<file path="src/rtl/display_barrido_if.sv">
// display_barrido_if: data/control inputs and scan outputs of the 7-segment scan driver
interface display_barrido_if #(
    parameter int N_DIGITS = 4
);
    logic [4*N_DIGITS-1:0] dato_i;
    logic                  load_i;
    logic                  blank_lz_i;
    logic [3:0]            cuenta_o;
    logic [N_DIGITS-1:0]   digit_en_o;
    logic                  blank_o;
    logic                  frame_o;

    modport master (
        output dato_i, load_i, blank_lz_i,
        input  cuenta_o, digit_en_o, blank_o, frame_o
    );

    modport slave (
        input  dato_i, load_i, blank_lz_i,
        output cuenta_o, digit_en_o, blank_o, frame_o
    );
endinterface

</file>
<file path="src/rtl/display_barrido.sv">
// display_barrido: 7-segment scan driver with dead time, leading-zero blanking and frame-aligned updates
module display_barrido #(
    parameter int N_DIGITS         = 4,
    parameter int PRESCALE         = 50000,
    parameter int BLANK_CYC        = 16,
    parameter int ANODE_ACTIVE_LOW = 1
) (
    input  logic             clk_i,
    input  logic             rst_ni,
    display_barrido_if.slave bus
);
    localparam int W  = 4 * N_DIGITS;
    localparam int CW = $clog2((PRESCALE > BLANK_CYC ? PRESCALE : BLANK_CYC) + 1);
    localparam int IW = (N_DIGITS > 1) ? $clog2(N_DIGITS) : 1;
    localparam logic [N_DIGITS-1:0] OFF = {N_DIGITS{ANODE_ACTIVE_LOW != 0}};

    typedef enum logic {BLANK, SHOW} state_t;

    state_t              state, state_n;
    logic [CW-1:0]       cnt, cnt_n;
    logic [IW-1:0]       idx, idx_n;
    logic [W-1:0]        active, active_n, pending, pending_n;
    logic                pend_v, pend_v_n, lit, frame_n;
    logic [3:0]          nib_n;
    logic [N_DIGITS-1:0] en_n;

    // next state, data hand-over and output values as they must appear after the next edge
    always_comb begin
        state_n = state;
        cnt_n   = cnt + 1'b1;
        idx_n   = idx;
        if (state == BLANK) begin
            if (cnt == CW'(BLANK_CYC - 1)) begin
                state_n = SHOW;
                cnt_n   = '0;
            end
        end else if (cnt == CW'(PRESCALE - 1)) begin
            state_n = BLANK;
            cnt_n   = '0;
            idx_n   = (idx == IW'(N_DIGITS - 1)) ? '0 : idx + 1'b1;
        end
        pending_n = bus.load_i ? bus.dato_i : pending;
        pend_v_n  = (bus.load_i | pend_v) & ~bus.frame_o;
        active_n  = !bus.frame_o ? active : bus.load_i ? bus.dato_i : pend_v ? pending : active;
        nib_n     = 4'(active_n >> {idx_n, 2'b00});
        lit       = state_n == SHOW &&
                    !(bus.blank_lz_i && idx_n != '0 && (active_n >> {idx_n, 2'b00}) == '0);
        en_n      = lit ? OFF ^ (N_DIGITS'(1) << idx_n) : OFF;
        frame_n   = state_n == SHOW && cnt_n == CW'(PRESCALE - 1) && idx_n == IW'(N_DIGITS - 1);
    end

    // state and registered outputs; outputs are loaded from next-state values so they line up with the FSM
    always_ff @(posedge clk_i or negedge rst_ni) begin
        if (!rst_ni) begin
            state          <= BLANK;
            cnt            <= '0;
            idx            <= '0;
            active         <= '0;
            pending        <= '0;
            pend_v         <= 1'b0;
            bus.cuenta_o   <= '0;
            bus.digit_en_o <= OFF;
            bus.blank_o    <= 1'b1;
            bus.frame_o    <= 1'b0;
        end else begin
            state          <= state_n;
            cnt            <= cnt_n;
            idx            <= idx_n;
            active         <= active_n;
            pending        <= pending_n;
            pend_v         <= pend_v_n;
            bus.cuenta_o   <= nib_n;
            bus.digit_en_o <= en_n;
            bus.blank_o    <= !lit;
            bus.frame_o    <= frame_n;
        end
    end
endmodule

</file>
<file path="src/flat_wrapper.sv">
// flat-port wrapper written by rule: the top's interface ports become plain ports
module display_barrido_flat 
#(
    parameter int N_DIGITS         = 4,
    parameter int PRESCALE         = 50000,
    parameter int BLANK_CYC        = 16,
    parameter int ANODE_ACTIVE_LOW = 1
)
  (clk_i, rst_ni, bus_dato_i, bus_load_i, bus_blank_lz_i, bus_cuenta_o, bus_digit_en_o, bus_blank_o, bus_frame_o);
  display_barrido_if #(.N_DIGITS(N_DIGITS)) bus_i ();
  input  logic clk_i;
  input  logic rst_ni;
  input wire logic [$bits(bus_i.dato_i)-1:0] bus_dato_i;
  input wire logic [$bits(bus_i.load_i)-1:0] bus_load_i;
  input wire logic [$bits(bus_i.blank_lz_i)-1:0] bus_blank_lz_i;
  output wire logic [$bits(bus_i.cuenta_o)-1:0] bus_cuenta_o;
  output wire logic [$bits(bus_i.digit_en_o)-1:0] bus_digit_en_o;
  output wire logic [$bits(bus_i.blank_o)-1:0] bus_blank_o;
  output wire logic [$bits(bus_i.frame_o)-1:0] bus_frame_o;
  assign bus_i.dato_i = bus_dato_i;
  assign bus_i.load_i = bus_load_i;
  assign bus_i.blank_lz_i = bus_blank_lz_i;
  assign bus_cuenta_o = bus_i.cuenta_o;
  assign bus_digit_en_o = bus_i.digit_en_o;
  assign bus_blank_o = bus_i.blank_o;
  assign bus_frame_o = bus_i.frame_o;
  display_barrido #(.N_DIGITS(N_DIGITS), .PRESCALE(PRESCALE), .BLANK_CYC(BLANK_CYC), .ANODE_ACTIVE_LOW(ANODE_ACTIVE_LOW)) u_core (.clk_i(clk_i), .rst_ni(rst_ni), .bus(bus_i));
endmodule
</file>
<file path="config.mk">
export PLATFORM = sky130hd
export DESIGN_NAME = display_barrido_flat
export DESIGN_NICKNAME = d
export VERILOG_FILES = /design/src/rtl/display_barrido_if.sv /design/src/rtl/display_barrido.sv /design/src/flat_wrapper.sv
export SDC_FILE = /design/constraint.sdc
export NUM_CORES = 1
export LEC_CHECK = 0
export ABC_AREA = 0
export BUFFER_PORTS_ARGS = -buffer_cell sky130_fd_sc_hd__buf_2
export CORE_ASPECT_RATIO = 0.9
export CORE_MARGIN = 8
export CORE_UTILIZATION = 58
export DETAILED_ROUTE_END_ITERATION = 12
export GPL_TIMING_DRIVEN = 0
export PLACE_DENSITY = 0.88
export SETUP_SLACK_MARGIN = 0.02
export SLEW_MARGIN = 5
export SYNTH_ARGS = -nofsm -noshare
export SYNTH_HDL_FRONTEND = slang
export SYNTH_SLANG_ARGS = --single-unit
export TNS_END_PERCENT = 50
</file>
<file path="constraint.sdc">
create_clock -name clk_i -period 2.8 [get_ports clk_i]
set_input_delay 0.42 -clock clk_i [delete_from_list [all_inputs] [get_ports clk_i]]
set_output_delay 0.42 -clock clk_i [all_outputs]
set_load 0.05 [all_outputs]
</file>
---- After elaboration in Yosys (flattened, before gate mapping) ----
Index checks and enable logic that the tools add are counted.
cells by class
  add/subtract/negate cells ............... 2
  equality and inequality tests ........... 5
  shifts and indexed selects .............. 2
  multiplexer cells ....................... 13
  bitwise operators ....................... 4
  reductions and logical operators ........ 9
operators with widths
  operator               number
  $mux 16                6
  $eq 16x16->1 const B   2
  $add 16x1->16 const B  1
  $eq 16x4->1 const B    1
  $logic_not 16->1       1
  $shr 16x4->16          1
  $mux 2                 3
  $logic_and 1x1->1      5
  $eq 2x2->1 const B     2
  $mux 4                 1
  $not 4->4              1
  $shl 1x2->4 const A    1
  $mux 1                 3
  $add 2x1->2 const B    1
  $logic_not 1->1        2
  $reduce_bool 2->1      1
  $and 1x1->1            1
  $not 1->1              1
  $or 1x1->1             1
storage, ports and cells
  register bits ........................... 62
  input bits .............................. 20
  logic and storage cells ................. 45

---- Longest topological paths before layout ----
Gate-level depths: netlist of the first run.
  depth after elaboration ................. 10
  depth in mapped cells ................... 11
  gate-level depth less buffers ........... 9

---- Least setup slack after synthesis of the first run ----
Ideal clock, no wire load.
  path kind ............................... register to register
  from .................................... register u_core.idx[0]
  to ...................................... register u_core.bus.digit_en_o[1]
  library setup time ...................... 85 ps
  data arrival time ....................... 2369 ps
  path slack .............................. 346 ps
  cell stages (with the launch flop) ...... 9
  path buffers ............................ 1
  clock period less this slack ............ 2454 ps
  cells stage by stage .................... dfrtp_1 > ha_1 > or4_4 > or2_4 > and2_4 > buf_6 > a2111oi_4 > o2111ai_1 > o2111ai_1
on the way
  cells in the longest elaborated chain, start to end .. 10
  elaborated cells between the ends (all ways) .. 15
  classes of those cells .................. add/sub: 1; eq/ne: 1; shift: 2; mux: 4; bitwise: 1; reduce/logical: 6
ends and longest elaborated chain
  element                                                       line                      text
  start: declaration                                            display_barrido.sv:21     logic [IW-1:0] idx, idx_n;
  start signal: assignment                                      display_barrido.sv:68     idx <= idx_n;
  $add 2x1->2 / $eq 2x2->1 (equally long branches)              display_barrido.sv:40     idx_n = (idx == IW'(N_DIGITS - 1)) ? '0 : idx + 1'b1;
  $mux 2                                                        display_barrido.sv:40
  $mux 2                                                        display_barrido.sv:37     end else if (cnt == CW'(PRESCALE - 1)) begin
  $mux 2 (*)                                                    display_barrido.sv:32     if (state == BLANK) begin
  $shr 16x4->16 / $reduce_bool 2->1 (equally long branches)     -
  $logic_not 16->1 / $logic_and 1x1->1 (equally long branches)  display_barrido.sv:47     !(bus.blank_lz_i && idx_n != '0 && (active_n >> {idx_n, 2'b00}) == '0);
  $logic_and 1x1->1                                             display_barrido.sv:47
  $logic_not 1->1                                               display_barrido.sv:47
  $logic_and 1x1->1                                             display_barrido.sv:46     lit = state_n == SHOW &&
  $mux 4 (*)                                                    display_barrido.sv:48     en_n = lit ? OFF ^ (N_DIGITS'(1) << idx_n) : OFF;
  named net u_core.en_n[1]                                      display_barrido.sv:25     logic [N_DIGITS-1:0] en_n;
  end signal: assignment                                        display_barrido.sv:73     bus.digit_en_o <= en_n;
  end: declaration                                              display_barrido_if.sv:20  output cuenta_o, digit_en_o, blank_o, frame_o
The timed path passes the listed nets; every way through them passes the cells marked *.
A chain may end at the register's enable or synchronous reset.

---- Final worst setup path of the first run ----
  from .................................... register u_core.cnt[0]
  to ...................................... register u_core.bus.frame_o
on the way
  elaborated cells between the ends (all ways) .. 15
  classes of those cells .................. add/sub: 1; eq/ne: 4; mux: 8; reduce/logical: 2
RTL lines
  element                    line                      text
  start: declaration         display_barrido.sv:20     logic [CW-1:0] cnt, cnt_n;
  start signal: assignment   display_barrido.sv:67     cnt <= cnt_n;
  $eq 16x16->1               display_barrido.sv:37
  $mux 2                     display_barrido.sv:37
  $mux 2                     display_barrido.sv:32
  named net u_core.idx_n[1]  display_barrido.sv:21
  $eq 2x2->1                 display_barrido.sv:49     frame_n = state_n == SHOW && cnt_n == CW'(PRESCALE - 1) && idx_n == IW'(N_DIGITS - 1);
  $logic_and 1x1->1          display_barrido.sv:49
  named net u_core.frame_n   display_barrido.sv:23     logic pend_v, pend_v_n, lit, frame_n;
  end signal: assignment     display_barrido.sv:75     bus.frame_o <= frame_n;
  end: declaration           display_barrido_if.sv:20
The timed path passes the listed nets, and every way through them passes these cells.

==> results of run 1 <==
## layout by cell type (no fill, tap or decap), types with 2 or more instances in the layout
master	instances
a21boi_0	7
a21boi_1	2
a21oi_1	7
and3_1	11
and3_2	2
buf_1	2
buf_2	30
buf_4	4
buf_6	2
bufinv_16	2
clkbuf_1	4
clkbuf_8	10
clkinv_2	2
dfrtp_1	57
dfstp_2	5
ha_1	2
inv_1	9
mux2_1	4
mux2_2	16
mux2i_1	5
nand2_1	10
nand3_1	15
nand4_1	3
nor2_1	17
nor2b_1	3
nor3_1	4
nor4_1	3
o2111ai_2	3
o21ai_0	10
o21ai_1	3
o22ai_1	3
o32ai_4	3
xnor2_1	4
xor2_1	10
## flip-flops by register name, summed over array words and instances, names as in the netlist
signal and count:
u_core.idx 2, u_core.active 16, u_core.bus.blank_o 1, u_core.pending 16
u_core.cnt 16, u_core.bus.frame_o 1, u_core.bus.cuenta_o 4, u_core.bus.digit_en_o 4
u_core.state 1, u_core.pend_v 1
## synthesized netlist by cell type, types with 2 or more instances
master,number,area (um2)
inv_1,10,37.54
buf_2,2,10.01
nor2b_1,3,18.77
mux2_1,4,45.04
xor2_1,10,87.58
nor3_1,5,25.02
o21ai_1,3,15.01
xnor2_1,4,35.03
a21oi_1,7,35.03
o2111ai_1,3,26.28
nand4_1,3,18.77
dfrtp_1,57,1426
nand3_1,15,75.07
nor2_1,17,63.81
dfstp_2,5,131.4
buf_6,2,22.52
a21boi_0,7,52.55
clkbuf_1,4,15.01
nand2_1,10,37.54
and3_1,13,81.33
o32ai_1,3,26.28
mux2_2,16,180.2
a21boi_1,3,22.52
buf_1,2,7.510
o22ai_1,3,18.77
mux2i_1,5,50.05
ha_1,2,25.02
o21ai_0,10,50.05
nor4_1,4,25.02
## worst min-delay path by stage
| stage | cells after the start | start | slack (ns) | endpoint |
|---|---|---|---|---|
| after floorplan | 0 | rst_ni | 0.12 | u_core.active[0] |
| after global placement | 2 | u_core.pending[7] | 0.46 | u_core.pending[7] |
| after detailed placement | 2 | u_core.pending[6] | 0.46 | u_core.pending[6] |
| after CTS | 3 | bus_dato_i[14] | 0.31 | u_core.pending[14] |
| after global routing | 1 | rst_ni | 0.20 | u_core.cnt[2] |
| final | 1 | rst_ni | 0.15 | u_core.cnt[2] |
## per-layer routing
layer | routed length [um] | global-route usage (%)
met5 | 0 | 0
met4 | 127 | 6.965
met3 | 455 | 5.341
met2 | 2989 | 26.87
met1 | 2760 | 22.79
## timing repair
action,CTS,global route
endpoints found under the hold margin,0,0
pin swaps,0,2
endpoints found under the setup margin,5,5
gates cloned,0,0
setup buffers,0,3
resized for setup,5,12
## logic make-up after synthesis
| logic type | Yosys count |
|---|---|
| AND/OR/NAND/NOR | 82 |
| multiplexers | 25 |
| adder cells (fa/ha/maj) | 2 |
| XOR/XNOR | 14 |
| AO/OA/AOI/OAI | 45 |
| buffers and inverters | 21 |
| flip-flops | 62 |
## cell type report
| cell class | count | share of cell area [%] |
|---|---|---|
| Timing Repair Buffer | 32 | 5.000 |
| Clock inverter | 4 | 2.059 |
| Clock buffer | 12 | 4.265 |
| Sequential cell | 62 | 45.77 |
| Buffer | 9 | 1.544 |
| Multi-Input combinational cell | 168 | 37.65 |
| Inverter | 11 | 1.324 |
| Tap cell | 65 | 2.390 |
## power groups by stage
stage | Combinational (mW) | Clock (mW) | Sequential [mW]
final | 0.0717 | 0.856 | 0.924
after floorplan | 0.0343 | 0 | 0.939
after detailed placement | 0.0723 | 0 | 0.941
after CTS | 0.0724 | 0.862 | 0.924
after global placement | 0.0695 | 0 | 0.939
after global routing | 0.0811 | 0.903 | 0.925
## per-stage QoR
| stage | hold slack, ns | TNS (ns) | instance area (um2) |
|---|---|---|---|
| 2_1_floorplan | 0.1244 | 0 | 2834 |
| 3_3_place_gp | 0.4596 | -0.4361 | 3060 |
| 3_5_place_dp | 0.4592 | -0.7150 | 3060 |
| 4_1_cts | 0.3079 | 0 | 3302 |
| 5_1_grt | 0.2014 | -0.09033 | 3403 |
| 6_report | 0.1485 | 0 | 3403 |
==> metrics, run 1 <==
outcome finished clean; Nets 315; # IOs 30; Tmin final 2.706 ns; Logic pwr share 3.9%; CTS tree yes; instance count on the critical path 9; Final Hold Viols 0; Worst-Skew Late Latency 0.34 ns; Crit Path Max Fanout 7; number of synthesized flops with an enable pin 0; Post-Syn Area 2834 um2; Synth Register Bits 62; area of the multi-input gates 1281 um2; GR Util All Layers 17.52%; CP startpoint kind flip-flop; Syn Nets 273; worst setup path startpoint u_core.cnt[0]; maximum number of pins on one net before global-route repair 63; Setup Viol. Count Final 0; Post-Route WL 6332 um; clk buf depth 2; max_slew headroom 47.45%; Setup crit end u_core.bus.frame_o; Post-Synth Adder-Cell Area 0.8830%; Distinct cells, synth 48; maximum clock frequency 369.6 MHz; worst reg2reg startpoint u_core.cnt[0]; # placed instances 345; IO Port Bufs 29; Util after Layout 71.28%; CP cell instances ha_1, and3_2, and3_2, a21boi_2, nor2_4, clkinvlp_4, buf_4, nand3_1, nor4_1; H-Tree Level Count 3; DRC viols 0; P_int 1.472 mW; layout filler cell count 321; first-pass GRT wire length 9625 um; internal reg-to-reg setup slack 0.09 ns; Core ar. 4775 um2; CP Class flip-flop to flip-flop; CP bufs+invs 2; switching fraction of total power 20.52%; Top delay family on crit path simple AND/OR/NAND/NOR gates; Via density 5.730; XOR/XNOR Fraction of Synth Area 4.327%; asr flop ratio synth 100.0%; drt pass-1 iters 5; fin crit share 96.63%; cts hold-fix bufs 0; worst vdd ir 0.4409 mV; clock-pin transition on the worst setup and hold timing paths 0.06 ns; Detailed Route Iter0 Violations 157; post-synthesis compound-gate area fraction 11.21%; FF+latch area 1558 um2; max-cap violations 0; CP required 2.97 ns; CTS sink cnt 62; starting density of the core 59.36%; Max Slew Vio Count 0; Setup crit end kind flip-flop; initial antenna violation count 0; vias in the first global route 1,938; Setup Skew 0.01105 ns; CTS buffer count 9; Die ar. 7382 um2; Flop pwr share 49.9%; simple-gate share of the synthesized area 15.50%; CP max-delay cell nor4_1; Final ANT Viol Nets 0; slowest stage delay, CP 0.52 ns; Gate Count Post-Synth 251; worst-margin pin slew 0.7882 ns; via count 2,080; Post-synth top flop dfrtp_1; LEAKAGE 1.615 nW; grt ovf 0; crit path DAT 2.87 ns; share of cells above drive strength 1 30.87%; final worst slack 0.09433 ns; largest family of logic cells by synthesized area simple AND/OR/NAND/NOR gates; Avg WL per Cell 17.44 um; Hold WC Path Type input pin to asynchronous set/reset pin; final std cells w/o fill 363; Critical Path Most Common Cell and3_2; HPWL after detailed placement 4094 um; Clock Power Share 46.2%; ant diodes 0; Die H 82.32 um; root buffer selected by CTS clkbuf_8; Ys Warns 0; synthesis-to-layout area growth 20.09%; Psw 0.3800 mW; gpl congestion 0.9260; mux cell area share after synthesis 9.713%; die width 89.68 um; sequential area share after synthesis 54.97%; Site Rows 24; Synth Area per Inst 11.29 um2; FF-to-FF path depth 9; power per standard cell area 544.1 nW/um2; r2r endpoint u_core.bus.frame_o; pre-CTS WS -0.2461 ns; Power, Total 1.852 mW
(Power assumes the default switching activity.)
==> inputs of run 2 (changes only) <==
--- a/config.mk
+++ b/config.mk
@@ -13,6 +13,7 @@
 export DETAILED_ROUTE_END_ITERATION = 12
 export GPL_TIMING_DRIVEN = 0
 export PLACE_DENSITY = 0.88
+export RECOVER_POWER = 100
 export SETUP_SLACK_MARGIN = 0.02
 export SLEW_MARGIN = 5
 export SYNTH_ARGS = -nofsm -noshare
==> run 2 against run 1 <==
Against the previous run: via count grew 0.43%; global-route usage is the same; clock skew shrank 0.00080 ns; critical endpoint unchanged.
==> metrics, run 2 (same netlist as run 1, synthesis figures left out) <==
root buffer selected by CTS clkbuf_8; Top Registers u_core.active x16, u_core.cnt x16, u_core.pending x16; most frequent cells in the layout 57 x dfrtp_1, 20 x buf_2, 18 x mux2_1, 17 x nor2_1; CP Class flip-flop to flip-flop; Crit Path Max Fanout 7; CTS tree yes; final std cells w/o fill 363; fin crit share 98.15%; worst-margin pin slew 1.461 ns; vias in the first global route 1,938; Die H 82.32 um; max_slew headroom 2.613%; Site Rows 24; WHS 0.3069 ns; Final ANT Viol Nets 0; share of cells above drive strength 1 22.15%; final worst slack 0.05171 ns; Max Slew Vio Count 0; Setup crit end kind flip-flop; initial antenna violation count 0; outcome finished clean; starting density of the core 59.36%; # placed instances 345; CP startpoint kind flip-flop; IO Port Bufs 29; leading cell type in the layout, fill and taps excluded dfrtp_1; maximum number of pins on one net before global-route repair 63; CP required 2.97 ns; Hold WC Path Type input pin to flip-flop; Final Hold Viols 0; Power, Total 1.852 mW; placed cell area 3060 um2; Post-Route WL 6337 um; die width 89.68 um; grt ovf 0; max-cap violations 0; # IOs 30; drt pass-1 iters 5; clk buf depth 2; Worst-Skew Late Latency 0.34 ns; layout filler cell count 328; clock-pin transition on the worst setup and hold timing paths 0.07 ns; worst vdd ir 0.4410 mV; Via density 5.755; H-Tree Level Count 3; pre-CTS WS -0.2461 ns; via count 2,089; Setup Skew 0.01025 ns; Detailed Route Iter0 Violations 146; internal reg-to-reg setup slack 0.05 ns; LEAKAGE 1.591 nW; CTS sink cnt 62; Setup Viol. Count Final 0; CTS buffer count 9; power per standard cell area 546.7 nW/um2; setup TNS 0 ns; fin area 3387 um2; DRC viols 0; Nets 315; gpl congestion 0.9260; first-pass GRT wire length 9625 um; ant diodes 0; Core ar. 4775 um2; Die ar. 7382 um2; Avg WL per Cell 17.46 um; maximum clock frequency 363.9 MHz; crit path DAT 2.91 ns; GR Util All Layers 17.52%; HPWL after detailed placement 4094 um; synthesis-to-layout area growth 19.51%; Util after Layout 70.94%; Tmin final 2.748 ns
-- run 2: changes by cell type in the layout (fill, tap and decap cells not counted) --
cell / change
inv_2: -1
mux2_2: -14
clkbuf_1: +11
mux2_1: +14
buf_2: -10
inv_1: +1
clkbuf_2: +1
buf_4: -1
and3_2: -1
and3_1: +1
buf_1: -1
-- run 2: layer usage --
layer  global-route usage [%]  vias up  share of wire [%]
li1                         -      982                  -
met1                    22.79      993                 44
met2                    26.87       99                 46
met3                    5.341       15                7.8
met4                    6.965        0                2.2
met5                        0        -                  0
-- run 2: final cells by class --
class	instances	area, um2	share of cell area (%)
tap	65	81.33	2.401
multi-input combinational	168	1280	37.79
clock buffer	12	145.1	4.285
inverter	11	45.04	1.330
timing repair buffer	32	155.1	4.581
clock inverter	4	70.07	2.069
sequential	62	1558	45.99
buffer	9	52.55	1.552
-- run 2: final timing paths --
| kind | start | endpoint | depth (start not counted) |
|---|---|---|---|
| max in group asynchronous | rst_ni | u_core.pending[8] | 1 |
| worst min register to register | u_core.pending[6] | u_core.pending[6] | 2 |
| min in group asynchronous | rst_ni | u_core.cnt[0] | 1 |
| worst max register to register | u_core.cnt[0] | u_core.bus.frame_o | 9 |
| worst min-delay path | bus_dato_i[6] | u_core.pending[6] | 3 |
| worst max-delay path | u_core.cnt[0] | u_core.bus.frame_o | 9 |
-- run 2: where the power goes --
| part | total (mW) | leakage, nW | internal [mW] | switching (mW) |
|---|---|---|---|---|
| clock network | 0.858 | 0.110 | 0.523 | 0.335 |
| registers | 0.924 | 0.793 | 0.919 | 0.00548 |
| logic | 0.0693 | 0.688 | 0.0276 | 0.0417 |
| total | 1.85 | 1.59 | 1.47 | 0.382 |
-- run 2: worst max-delay path, stage by stage (launching register included) --
cell and delay (ns):
dfrtp_1 0.40, ha_1 0.22, and3_2 0.27, and3_1 0.25
a21boi_2 0.32, nor2_4 0.08, clkinvlp_4 0.19, buf_4 0.18
nand3_1 0.11, nor4_1 0.54
-- run 2: repair_timing --
action,4_1_cts,5_1_grt
pin swaps,0,2
endpoints found under the hold margin,0,0
resized for setup,5,12
hold buffers,0,0
setup buffers,0,3
endpoints found under the setup margin,5,5
==> inputs of run 3 (changes only) <==
--- a/config.mk
+++ b/config.mk
@@ -9,11 +9,10 @@
 export BUFFER_PORTS_ARGS = -buffer_cell sky130_fd_sc_hd__buf_2
 export CORE_ASPECT_RATIO = 0.9
 export CORE_MARGIN = 8
-export CORE_UTILIZATION = 58
+export CORE_UTILIZATION = 52
 export DETAILED_ROUTE_END_ITERATION = 12
 export GPL_TIMING_DRIVEN = 0
-export PLACE_DENSITY = 0.88
-export RECOVER_POWER = 100
+export PLACE_DENSITY = 0.84
 export SETUP_SLACK_MARGIN = 0.02
 export SLEW_MARGIN = 5
 export SYNTH_ARGS = -nofsm -noshare
==> constraint.sdc (replaced) <==
create_clock -name clk_i -period 2.5 [get_ports clk_i]
set_input_delay 0.375 -clock clk_i [delete_from_list [all_inputs] [get_ports clk_i]]
set_output_delay 0.375 -clock clk_i [all_outputs]
set_load 0.05 [all_outputs]
==> run 3 against run 2 <==
Against the previous run: the run now ends with negative setup slack left; sequential share of layout area is 2.5 points lower; sequential power is 13% higher; die area is 9.3% higher; final area is 6.2% higher; critical path depth stayed put; via count is 7.5% higher; largest power group unchanged; highest routed layer unchanged.
==> metrics, run 3 (same netlist as run 1, synthesis figures left out) <==
clk buf depth 2; CP Class flip-flop to flip-flop; clock-pin transition on the worst setup and hold timing paths 0.06 ns; pre-CTS WS -0.5436 ns; LEAKAGE 1.646 nW; IO Port Bufs 29; maximum number of pins on one net before global-route repair 63; Max Slew Vio Count 0; Worst-Skew Late Latency 0.34 ns; Nets 328; synthesis-to-layout area growth 26.93%; Top Registers u_core.active x16, u_core.cnt x16, u_core.pending x16; # IOs 30; HPWL after detailed placement 4014 um; Detailed Route Iter0 Violations 198; worst-margin pin slew 0.7539 ns; starting density of the core 53.93%; outcome finished, violations left; power per standard cell area 537.8 nW/um2; Setup crit end kind flip-flop; first-pass GRT wire length 10,250 um; Avg WL per Cell 18.53 um; share of cells above drive strength 1 41.10%; root buffer selected by CTS clkbuf_8; fin crit share 101.4%; CP cell instances ha_2, or4_4, or2_4, buf_2, a21boi_0, o32ai_4, o2111ai_4, buf_4, nand2b_1; die width 93.82 um; Top delay family on crit path simple AND/OR/NAND/NOR gates; # placed instances 347; CP required 2.77 ns; via count 2,246; Via density 5.973; Hold WC Path Type input pin to asynchronous set/reset pin; CTS tree yes; CP startpoint kind flip-flop; CP max-delay cell or4_4; leading cell type in the layout, fill and taps excluded dfrtp_1; placed cell area 3063 um2; max-cap violations 0; Core ar. 5255 um2; GR Util All Layers 16.24%; drt pass-1 iters 5; grt ovf 0; Final ANT Viol Nets 0; max_slew headroom 49.74%; Crit Path Max Fanout 5; Setup Viol. Count Final 1; vias in the first global route 2,113; Die H 86.04 um; CP bufs+invs 2; CTS buffer count 9; initial antenna violation count 0; failing checks negative setup slack; Util after Layout 68.45%; DRC viols 0; slowest stage delay, CP 0.52 ns; RSZ-0062 raised after global routing true; H-Tree Level Count 3; ant diodes 0; final std cells w/o fill 376; most frequent cells in the layout 52 x dfrtp_1, 30 x buf_2, 19 x buf_4, 17 x nor2_1, 16 x mux2_2; crit path DAT 2.80 ns; Tmin final 2.535 ns; Final Hold Viols 0; maximum clock frequency 394.5 MHz; Setup Skew 0.01243 ns; Site Rows 25; fin area 3597 um2; gpl congestion 0.8897; CTS sink cnt 62; Post-Route WL 6967 um; Die ar. 8071 um2; worst vdd ir 0.4326 mV; final worst slack -0.03512 ns
run 3: what timing repair did:
action,in CTS,in global routing
gates resized for setup,24,30
gates cloned,1,0
pin swaps,13,14
hold buffers,0,0
buffers inserted,9,7
setup endpoints to repair,5,5
run 3: power by group:
| group | leakage [nW] | internal, mW | switching, mW |
|---|---|---|---|
| logic | 0.769 | 0.0361 | 0.0486 |
| clock network | 0.0907 | 0.443 | 0.371 |
| registers | 0.786 | 1.03 | 0.00670 |
run 3: per-stage QoR:
step	total power, mW	hold slack, ns	setup TNS (ns)
2_1_floorplan	1.090	0.07941	0
3_3_place_gp	1.130	0.4594	-1.751
3_5_place_dp	1.135	0.4695	-2.287
4_1_cts	1.937	0.2495	0
5_1_grt	1.995	0.1616	-0.2916
6_report	1.934	0.09722	-0.03512
run 3: worst reg2reg max path, stage by stage (launching register included):
cell,delay [ns]
dfrtp_1,0.39
ha_2,0.18
or4_4,0.52
or2_4,0.27
buf_2,0.16
a21boi_0,0.41
o32ai_4,0.17
o2111ai_4,0.15
buf_4,0.16
nand2b_1,0.05
run 3: area by class of cell:
| class | instances | area (um2) |
|---|---|---|
| clock buffers | 9 | 123.9 |
| flip-flops and latches | 62 | 1564 |
| inverters | 11 | 45.04 |
| multi-input cells | 168 | 1403 |
| plain buffers | 8 | 52.55 |
| well taps | 67 | 83.83 |
| fillers | 345 | 1658 |
| repair buffers | 46 | 272.8 |
| clock inverters | 5 | 52.55 |
run 3: final timing paths:
check	from	end	slack (ns)	depth (start not counted)
min reg2reg	u_core.pending[5]	u_core.pending[5]	0.48	2
max in group asynchronous	rst_ni	u_core.cnt[11]	1.85	1
max	u_core.idx[1]	u_core.bus.digit_en_o[3]	-0.04	9
max reg2reg	u_core.idx[1]	u_core.bus.digit_en_o[3]	-0.04	9
min in group clk_i	bus_dato_i[13]	u_core.pending[13]	0.26	2
min	rst_ni	u_core.cnt[1]	0.1	1
run 3: per-layer routing:
| metal | track usage, % | part of all wire (%) |
|---|---|---|
| met5 | 0 | 0 |
| met4 | 8.345 | 4.0 |
| met3 | 4.799 | 7.6 |
| met2 | 24.09 | 45 |
| met1 | 20.91 | 43 |
